### config.mk
export PLATFORM = sky130hd
export DESIGN_NAME = uart_baud_gen
export DESIGN_NICKNAME = d
export VERILOG_FILES = /design/src/rtl/uart_baud_gen.sv
export SDC_FILE = /design/constraint.sdc
export NUM_CORES = 1
export LEC_CHECK = 0
export ABC_AREA = 1
export BUFFER_PORTS_ARGS = -buffer_cell sky130_fd_sc_hd__buf_2
export CAP_MARGIN = 25
export CORE_MARGIN = 1
export CORE_UTILIZATION = 25
export CTS_CLUSTER_DIAMETER = 40
export DETAILED_ROUTE_END_ITERATION = 8
export PLACE_DENSITY_LB_ADDON = 0.08
export SLEW_MARGIN = 10
export SYNTH_ARGS = -nofsm -noshare
export SYNTH_HDL_FRONTEND = slang
export SYNTH_SLANG_ARGS = --single-unit
### constraint.sdc
create_clock -name clk -period 1.6 [get_ports clk]
set_input_delay 0.08 -clock clk [delete_from_list [all_inputs] [get_ports clk]]
set_output_delay 0.08 -clock clk [all_outputs]
set_load 0.05 [all_outputs]
### src/rtl/uart_baud_gen.sv
// Oversampling baud generator: sub-sample ticks at OSR x baud, phase tracking, vote/bit-end strobes.
// Define UART_BAUD_FRAC_EN to include the fractional accumulator that stretches periods on carry.
module uart_baud_gen #(
  parameter int OSR    = 16,
  parameter int DIV_W  = 16,
  parameter int FRAC_W = 4,
  parameter int PH_W   = $clog2(OSR)
) (
  input  logic              clk,
  input  logic              rst_n,
  input  logic              en,
  input  logic              clear,
  input  logic [DIV_W-1:0]  cfg_div_int,
  input  logic [FRAC_W-1:0] cfg_div_frac,
  output logic              tick,
  output logic [PH_W-1:0]   phase,
  output logic              vote_early,
  output logic              vote_mid,
  output logic              vote_late,
  output logic              bit_end
);

  localparam int CNT_W = DIV_W + 1;

  localparam logic [PH_W-1:0] PH_LAST  = PH_W'(OSR - 1);
  localparam logic [PH_W-1:0] PH_EARLY = PH_W'(OSR / 2 - 3);
  localparam logic [PH_W-1:0] PH_MID   = PH_W'(OSR / 2 - 1);
  localparam logic [PH_W-1:0] PH_LATE  = PH_W'(OSR / 2 + 1);

  logic [CNT_W-1:0] cnt_q, cnt_d;
  logic [PH_W-1:0]  phase_q, phase_d;
  logic             carry;
  logic             cnt_zero;
  logic             tick_int;

  // Strobe semantics: every output strobe is a single-cycle pulse, high only in
  // a cycle where tick is high; consumers sample it on the same clock edge.
  assign cnt_zero = (cnt_q == '0);
  assign tick_int = rst_n & en & ~clear & cnt_zero;

`ifdef UART_BAUD_FRAC_EN
  logic [FRAC_W-1:0] acc_q, acc_d;

  always_comb begin
    acc_d = acc_q;
    carry = 1'b0;
    if (clear) begin
      acc_d = '0;
    end else if (tick_int) begin
      {carry, acc_d} = {1'b0, acc_q} + {1'b0, cfg_div_frac};
    end
  end

  always_ff @(posedge clk or negedge rst_n) begin
    if (!rst_n) begin
      acc_q <= '0;
    end else begin
      acc_q <= acc_d;
    end
  end
`else
  logic frac_unused;
  assign frac_unused = ^cfg_div_frac;
  assign carry       = 1'b0;
`endif

  // The carry stretches the period that begins at this reload by one cycle.
  always_comb begin
    cnt_d = cnt_q;
    if (clear) begin
      cnt_d = CNT_W'(cfg_div_int);
    end else if (tick_int) begin
      cnt_d = CNT_W'(cfg_div_int) + CNT_W'(carry);
    end else if (en && !cnt_zero) begin
      cnt_d = cnt_q - CNT_W'(1);
    end
  end

  always_comb begin
    phase_d = phase_q;
    if (clear) begin
      phase_d = '0;
    end else if (tick_int) begin
      phase_d = (phase_q == PH_LAST) ? '0 : phase_q + PH_W'(1);
    end
  end

  always_ff @(posedge clk or negedge rst_n) begin
    if (!rst_n) begin
      cnt_q   <= '0;
      phase_q <= '0;
    end else begin
      cnt_q   <= cnt_d;
      phase_q <= phase_d;
    end
  end

  assign tick       = tick_int;
  assign phase      = phase_q;
  assign vote_early = tick_int & (phase_q == PH_EARLY);
  assign vote_mid   = tick_int & (phase_q == PH_MID);
  assign vote_late  = tick_int & (phase_q == PH_LATE);
  assign bit_end    = tick_int & (phase_q == PH_LAST);

endmodule

Word-level counts from Yosys, hierarchy flattened --
Cells that the tools add are included.
Storage, ports and cells: bits in registers 21, bits of input ports 24, output and inout port bits 9, word-level logic and storage cells 27
Cells by class: add/subtract/negate cells 2, eq/ne operators 4, multiplexer cells 6, bitwise logic cells 8, reductions and logical operators 5
Operator list (number):
- 2-to-1 mux 17 bit | 3
- zero test 17 bit | 1
- subtractor 17 x 1 -> 17 bit (second input constant) | 1
- 2-to-1 mux 4 bit | 3
- equality test 4 x 3 -> 1 bit (second input constant) | 2
- equality test 4 bit (second input constant) | 2
- AND 1 bit | 7
- adder 4 x 1 -> 4 bit (second input constant) | 1
- nonzero test 3 bit | 1
- nonzero test 2 bit | 1
- logical AND 1 bit | 1
- zero test 1 bit | 1
- inverter 1 bit | 1

Logic depth before layout (Yosys ltp) --
Gate-level depths: netlist (run 1).
word-level depth 6, depth in mapped cells 13, gate-level depth less buffers 12

Worst setup path before layout (run 1) --
No wires, ideal clock.
path type register to output, start register cnt_q[0], end output vote_late, arrival time 2.554 ns, setup slack -1.034 ns, cell stages (with the launch flop) 9, path buffers 0, cell sequence dfrtp_1 > inv_1 > ha_1 > inv_1 > nor2_1 > nand2_1 > nor2_4 > nand3_4 > nor4_1
On the way: longest elaborated chain between the ends 3
RTL lines:
- start: declaration | RTL line 30 | logic [CNT_W-1:0] cnt_q, cnt_d;
- start signal: assignment | RTL line 93 | cnt_q <= cnt_d;
- zero test 17 bit | RTL line 38 | assign cnt_zero = (cnt_q == '0);
- AND 1 bit | RTL line 39 | assign tick_int = rst_n & en & ~clear & cnt_zero;
- AND 1 bit | RTL line 102 | assign vote_late = tick_int & (phase_q == PH_LATE);
- end: declaration | RTL line 19 | output logic vote_late,
Every way passes these cells.

Worst setup path in the final report (run 1) --
start register cnt_q[1], end output vote_late
Same word-level chain as after synthesis.

==> results.tsv, run 1 <==
metric	value	unit
WHS Endpoint	cnt_q[4]	
number of warnings issued by yosys	0	
Peak Freq	0.5438	GHz
startpoint types	flop	
CTS tree	built	
Total Wirelength	4989	µm
Net count, final	345	
worst hold-check path type	primary input to flop	
area occupied by multi-input gates	1046	µm²
setup TNS	-3377	ps
outcome	complete, but fails checks	
via count	1731	
TritonRoute pass-1 iters	4	
combinational power share	34.3	%
Initial Util	26.01	%
#FFs+latches synth	21	
total grt overflow	0	
maximum VDD drop	0.3543	mV
Clk pwr share	26.0	%
critical path capture point type	primary output	
sw frac	34.24	%
Crit Path Class	flop to primary output	
CTS sink cnt	21	
Seq pwr share	39.7	%
Compound-Gate Fraction of Synth Area	4.604	%
DRT iter0 DRCs	83	
clk root buf	clkbuf_8	
Synth Area in Simple Gates	45.72	%
sequential element share of the synthesized area	33.93	%
# fillers	640	
Post-Synth Adder-Cell Area	3.231	%
Clock Path Buffers	2	
DP HPWL	3389	µm
hold path start	cfg_div_int[4]	
max_slew headroom	71.77	%
violated checks	negative setup slack	
Die W	80.72	µm
ratio of cells with drive above 1 in the final layout	38.61	%
PD cells	608.3	nW/µm²
Port Buffer Count	28	
Via density	4.427	
initial antenna violation count	0	
Crit Path Max Fanout	3	
Syn Nets	258	
GRT Overall Usage	15.67	%
DIE HEIGHT	80.72	µm
R2R cell count	14	
Die Area	6515	µm²
Synth Cell Area	1549	µm²
worst slew pin tran	423.4	ps
reg2reg start	cnt_q[1]	
diode count	0	
vias in the first global route	1549	
Reg clk slew, reported paths	100	ps
Worst Hold Slack	10.20	ps
Storage cell area	525.5	µm²
Worst Hold Depth	3	
drt wl/cell	12.76	µm
dpl ws	-175.1	ps
Pint	1002	µW
final max-slew violation count	0	
Post-Synth XOR/XNOR Area	2.827	%
max_cap viols	0	
Layout area overhead	61.71	%
crit path DAT	1760	ps
reg-to-reg critical path endpoint	phase[2]	
number of routed nets with antenna violations	0	
largest net degree at the start of global routing	22	
post-layout util	42.06	%
Core ar.	5956	µm²
Tcrit/Tclk final	114.9	%
Syn Area/Cell	6.735	µm²
Mapped Cells	230	
Final WS setup	-239.0	ps
Yosys cell types	26	
H-Tree Depth	1	
Synth area leaders	dfrtp_1 (34%), nand2_1 (16%), nand3_1 (14%), nor2_1 (7.8%), inv_1 (6.3%)	
drc violations	0	
RSZ-0062 raised after global routing	true	
Final setup viols	26	
Synth top area share	33.93	%
reg-to-reg slack, setup	-160	ps
Leakage Power	0.001227	µW
Final Critical Period	1839	ps
largest family of logic cells by synthesized area	simple AND/OR/NAND/NOR gates	
mux share of post-synthesis cell area	0	%
Layout Skew	7.933	ps
required time worst endpoint	1520	ps
post-synth top area cell	dfrtp_1	
Worst-Skew Late Latency	280	ps
fin cells	391	
cts bufs inserted	3	
num rows	28	
I/O pins	33	
first-pass GRT wire length	7617	µm
gpl congestion	0.7375	
final hold vios	0	
sw power	521.8	µW
placed insts	368	
[cells in the mapped netlist]
cell type and number:
a21oi_1 4, buf_2 1, buf_4 1, buf_6 3
dfrtp_1 21, ha_1 4, inv_1 26, inv_4 1
nand2_1 66, nand2_2 3, nand2_8 1, nand3_1 42
nand3_4 1, nand3b_1 2, nand4_1 3, nor2_1 32
nor2_2 1, nor2_4 2, nor3_1 1, nor4_1 1
o211ai_1 1, o21ai_0 6, o22ai_1 1, o31ai_1 1
xnor2_1 3, xor2_1 2
[layout by cell type, fill, tap and decap left out, drive strengths merged]
cell type    count
clkinvlp         1
nand3b           2
xnor2            3
nand4            3
a21oi            4
ha               4
buf             80
xor2             2
inv             29
dfrtp           21
nor3             1
clkinv           1
o211ai           1
nor2            35
o22ai            1
o21ai            6
clkbuf           3
dlygate4sd3      2
nor4             1
nand2           72
nand3           43
o31ai            1
[metrics by stage]
| step | instance area [µm²] | total power (µW) |
|---|---|---|
| 3_5_place_dp | 2126 | 1066 |
| 3_3_place_gp | 2126 | 1073 |
| 2_1_floorplan | 1613 | 854.5 |
| 6_report | 2505 | 1524 |
| 5_1_grt | 2505 | 1617 |
| 4_1_cts | 2361 | 1502 |
[logic make-up (layout without fill, tap and decap cells)]
logic type,after synthesis,after routing
adders and majority gates,4,4
AOI/OAI and AO/OA,13,13
xor gates and xnor gates,5,5
DFF,21,21
buffers and inverters,32,116
and+or+nand+nor,155,157
[layout make-up]
cell class	count	area share [%]
multi-input cells	179	41.76
repair buffers	82	25.72
flip-flops and latches	21	20.98
inverters	27	4.695
well taps	75	3.746
clock buffers	3	1.648
repair inverters	3	1.249
clock inverters	1	0.1998
[per-layer routing]
layer	up-vias	GRT usage [%]	part of all wire (%)
met5	-	0	0
met4	0	3.393	1.0
met3	4	3.295	3.2
met2	29	26.27	47
met1	779	20.56	49
li1	919	-	-
[registers in the layout, indices dropped and copies added, names as in the netlist]
signal,flops
cnt_q,17
phase,4
[worst max-delay path: stages, from the launching register on]
cell and delay, ps:
dfrtp_1 400, inv_2 80, ha_4 130, inv_2 30
nor2_2 80, nand2_2 70, nor2_4 120, nand3_4 100
buf_6 140, nor4_4 140, buf_6 190
[worst max-delay path by stage]
stage,start,endpoint,slack (ps),cells past startpoint
after detailed placement,cnt_q[1],cnt_q[10],-180,12
after global placement,cnt_q[1],cnt_q[10],-140,12
after global routing,cnt_q[1],vote_mid,-340,11
after CTS,cnt_q[1],vote_late,-290,10
after floorplan,cnt_q[0],bit_end,-320,10
final,cnt_q[1],vote_late,-240,10
[power by group through the flow]
stage | Sequential (µW) | Clock [µW] | Combinational (µW)
2_1_floorplan | 630 | 0 | 224
3_3_place_gp | 616 | 0 | 457
3_5_place_dp | 614 | 0 | 451
4_1_cts | 605 | 412 | 485
5_1_grt | 609 | 424 | 585
6_report | 605 | 396 | 523
[repair_timing]
item / 4_1_cts / 5_1_grt
hold endpoints to repair: 22 / 0
hold buffers: 2 / 0
setup buffers: 8 / 7
resized for setup: 30 / 24
pin swaps: 3 / 2
cloned: 3 / 2
setup endpoints to repair: 25 / 26
No activity file was read; power rests on OpenSTA's default activity.
==> run 2, diff against run 1 <==
Settings changed: CORE_MARGIN 1 to 2, CORE_UTILIZATION 25 to 49.
==> run 2 against run 1 <==
The run still ends with negative setup slack left. Non-clock buffer count rose by 2. Flip-flop and latch count did not move. Total power shrank 9.7%. Global-route usage up 9.8 points. Routed wire length is 13% lower. First-iteration DRC count grew 9.6%. Utilization grew 37 points. Final cell count decreased by 8.7%. Largest cell class unchanged. Largest power group unchanged.
==> results.tsv, run 2 (same netlist as run 1, synthesis figures left out) <==
metric	value	unit
outcome	complete, but fails checks	
violated checks	negative setup slack	
ratio of cells with drive above 1 in the final layout	32.91	%
CTS sink cnt	21	
number of flip-flops in the largest register	17	
Final setup viols	22	
Peak Freq	0.5086	GHz
PD cells	576.9	nW/µm²
Worst-Skew Late Latency	320	ps
Final WS setup	-366.2	ps
Total Wirelength	4336	µm
number of routed nets with antenna violations	0	
Clk pwr share	20.1	%
TritonRoute pass-1 iters	4	
Leakage Power	0.001185	µW
drt wl/cell	12.15	µm
Core ar.	3028	µm²
required time worst endpoint	1520	ps
critical path capture point type	primary output	
CTS tree	built	
cts bufs inserted	3	
Via density	5.014	
Crit Path Max Fanout	3	
max_cap viols	0	
Net count, final	342	
commonest non-fill, non-tap cell in the layout	nand2_1	
largest net degree at the start of global routing	23	
DIE HEIGHT	60.23	µm
vias in the first global route	1636	
num rows	20	
Die W	60.23	µm
Clock Path Buffers	2	
hold path start	cfg_div_int[11]	
R2R cell count	11	
initial antenna violation count	0	
max_slew headroom	50.84	%
drc violations	0	
via count	1790	
RSZ-0062 raised after global routing	true	
Die Area	3627	µm²
reg-to-reg slack, setup	-240	ps
crit path DAT	1890	ps
Final Critical Period	1966	ps
Largest Register	cnt_q	
I/O pins	33	
Worst Hold Depth	5	
worst hold-check path type	primary input to flop	
# fillers	237	
Layout Skew	8.678	ps
reg-to-reg critical path endpoint	cnt_q[12]	
final max-slew violation count	0	
Port Buffer Count	28	
sw power	456.8	µW
sw frac	33.19	%
worst slew pin tran	737.4	ps
DRT iter0 DRCs	91	
reg2reg start	cnt_q[0]	
Reg clk slew, reported paths	130	ps
Layout area overhead	54.04	%
total grt overflow	0	
Design Power	1377	µW
Tcrit/Tclk final	122.9	%
combinational power share	35.8	%
H-Tree Depth	1	
GRT Overall Usage	25.50	%
clk root buf	clkbuf_4	
first-pass GRT wire length	6913	µm
gpl congestion	0.8454	
startpoint types	flop	
Initial Util	51.16	%
commonest cells after routing, fill and taps aside	nand2_1 (62), nand3_1 (40), buf_4 (36)	
WHS Endpoint	cnt_q[11]	
DP HPWL	2991	µm
Pint	919.8	µW
final hold vios	0	
Seq pwr share	44.1	%
setup TNS	-4247	ps
diode count	0	
maximum VDD drop	0.3817	mV
Crit Path Class	flop to primary output	
run 2: critical path: stages (launching register included):
cell and delay, ps:
dfrtp_1 400, inv_2 80, ha_4 130, inv_2 30, nor2_2 100, nand2_2 80
nor2_4 120, nand3_4 120, clkinvlp_4 110, nand3_4 100, nor2_4 140, buf_8 150
run 2: routing by layer:
metal	share of wire [%]	wire length (µm)	track usage, %
met2	51	2190	43.79
met5	0	0	0
met1	44	1926	32.49
met3	3.4	147	2.381
met4	1.7	72	10.48
run 2: metrics by stage:
stage,worst slack [ps],cell area (µm²),instances,hold slack (ps),util [%]
after global routing,-461.6,2386,357,71.64,78.80
after CTS,-329.2,2335,355,28.07,77.11
after detailed placement,-150.4,2092,336,99.76,69.09
final,-366.2,2386,357,41.98,78.80
after global placement,-107.5,2092,336,97.08,69.09
after floorplan,-316.1,1613,230,-215.6,-
run 2: power by group through the flow:
stage	clock (µW)	combinational, µW	sequential [µW]
after floorplan	0	224	630
after global placement	0	433	616
after detailed placement	0	441	617
after CTS	284	483	606
after global routing	300	545	612
final	276	493	607
run 2: how the worst max path moves through the flow:
| stage | from | slack (ps) | cells past startpoint | to |
|---|---|---|---|---|
| after CTS | cnt_q[1] | -330 | 10 | vote_late |
| after global routing | cnt_q[0] | -460 | 11 | vote_mid |
| after detailed placement | cnt_q[1] | -150 | 10 | cnt_q[12] |
| final | cnt_q[1] | -370 | 11 | vote_mid |
| after global placement | cnt_q[1] | -110 | 13 | cnt_q[11] |
| after floorplan | cnt_q[0] | -320 | 10 | bit_end |
run 2: final cells by class:
type,count,area (µm²),share of cell area (%)
inverters,27,117.6,4.929
well taps,44,55.05,2.307
flip-flops and latches,21,525.5,22.02
repair buffers,84,689.4,28.89
clock buffers,4,26.28,1.101
multi-input cells,177,972.2,40.74
run 2: what timing repair did:
item                                    4_1_cts  5_1_grt
gates resized for setup                      25        9
gates cloned                                  0        0
hold buffers                                 12        0
pin swaps                                     3        1
endpoints found under the hold margin        32        0
buffers inserted                              3        2
endpoints found under the setup margin       26       26
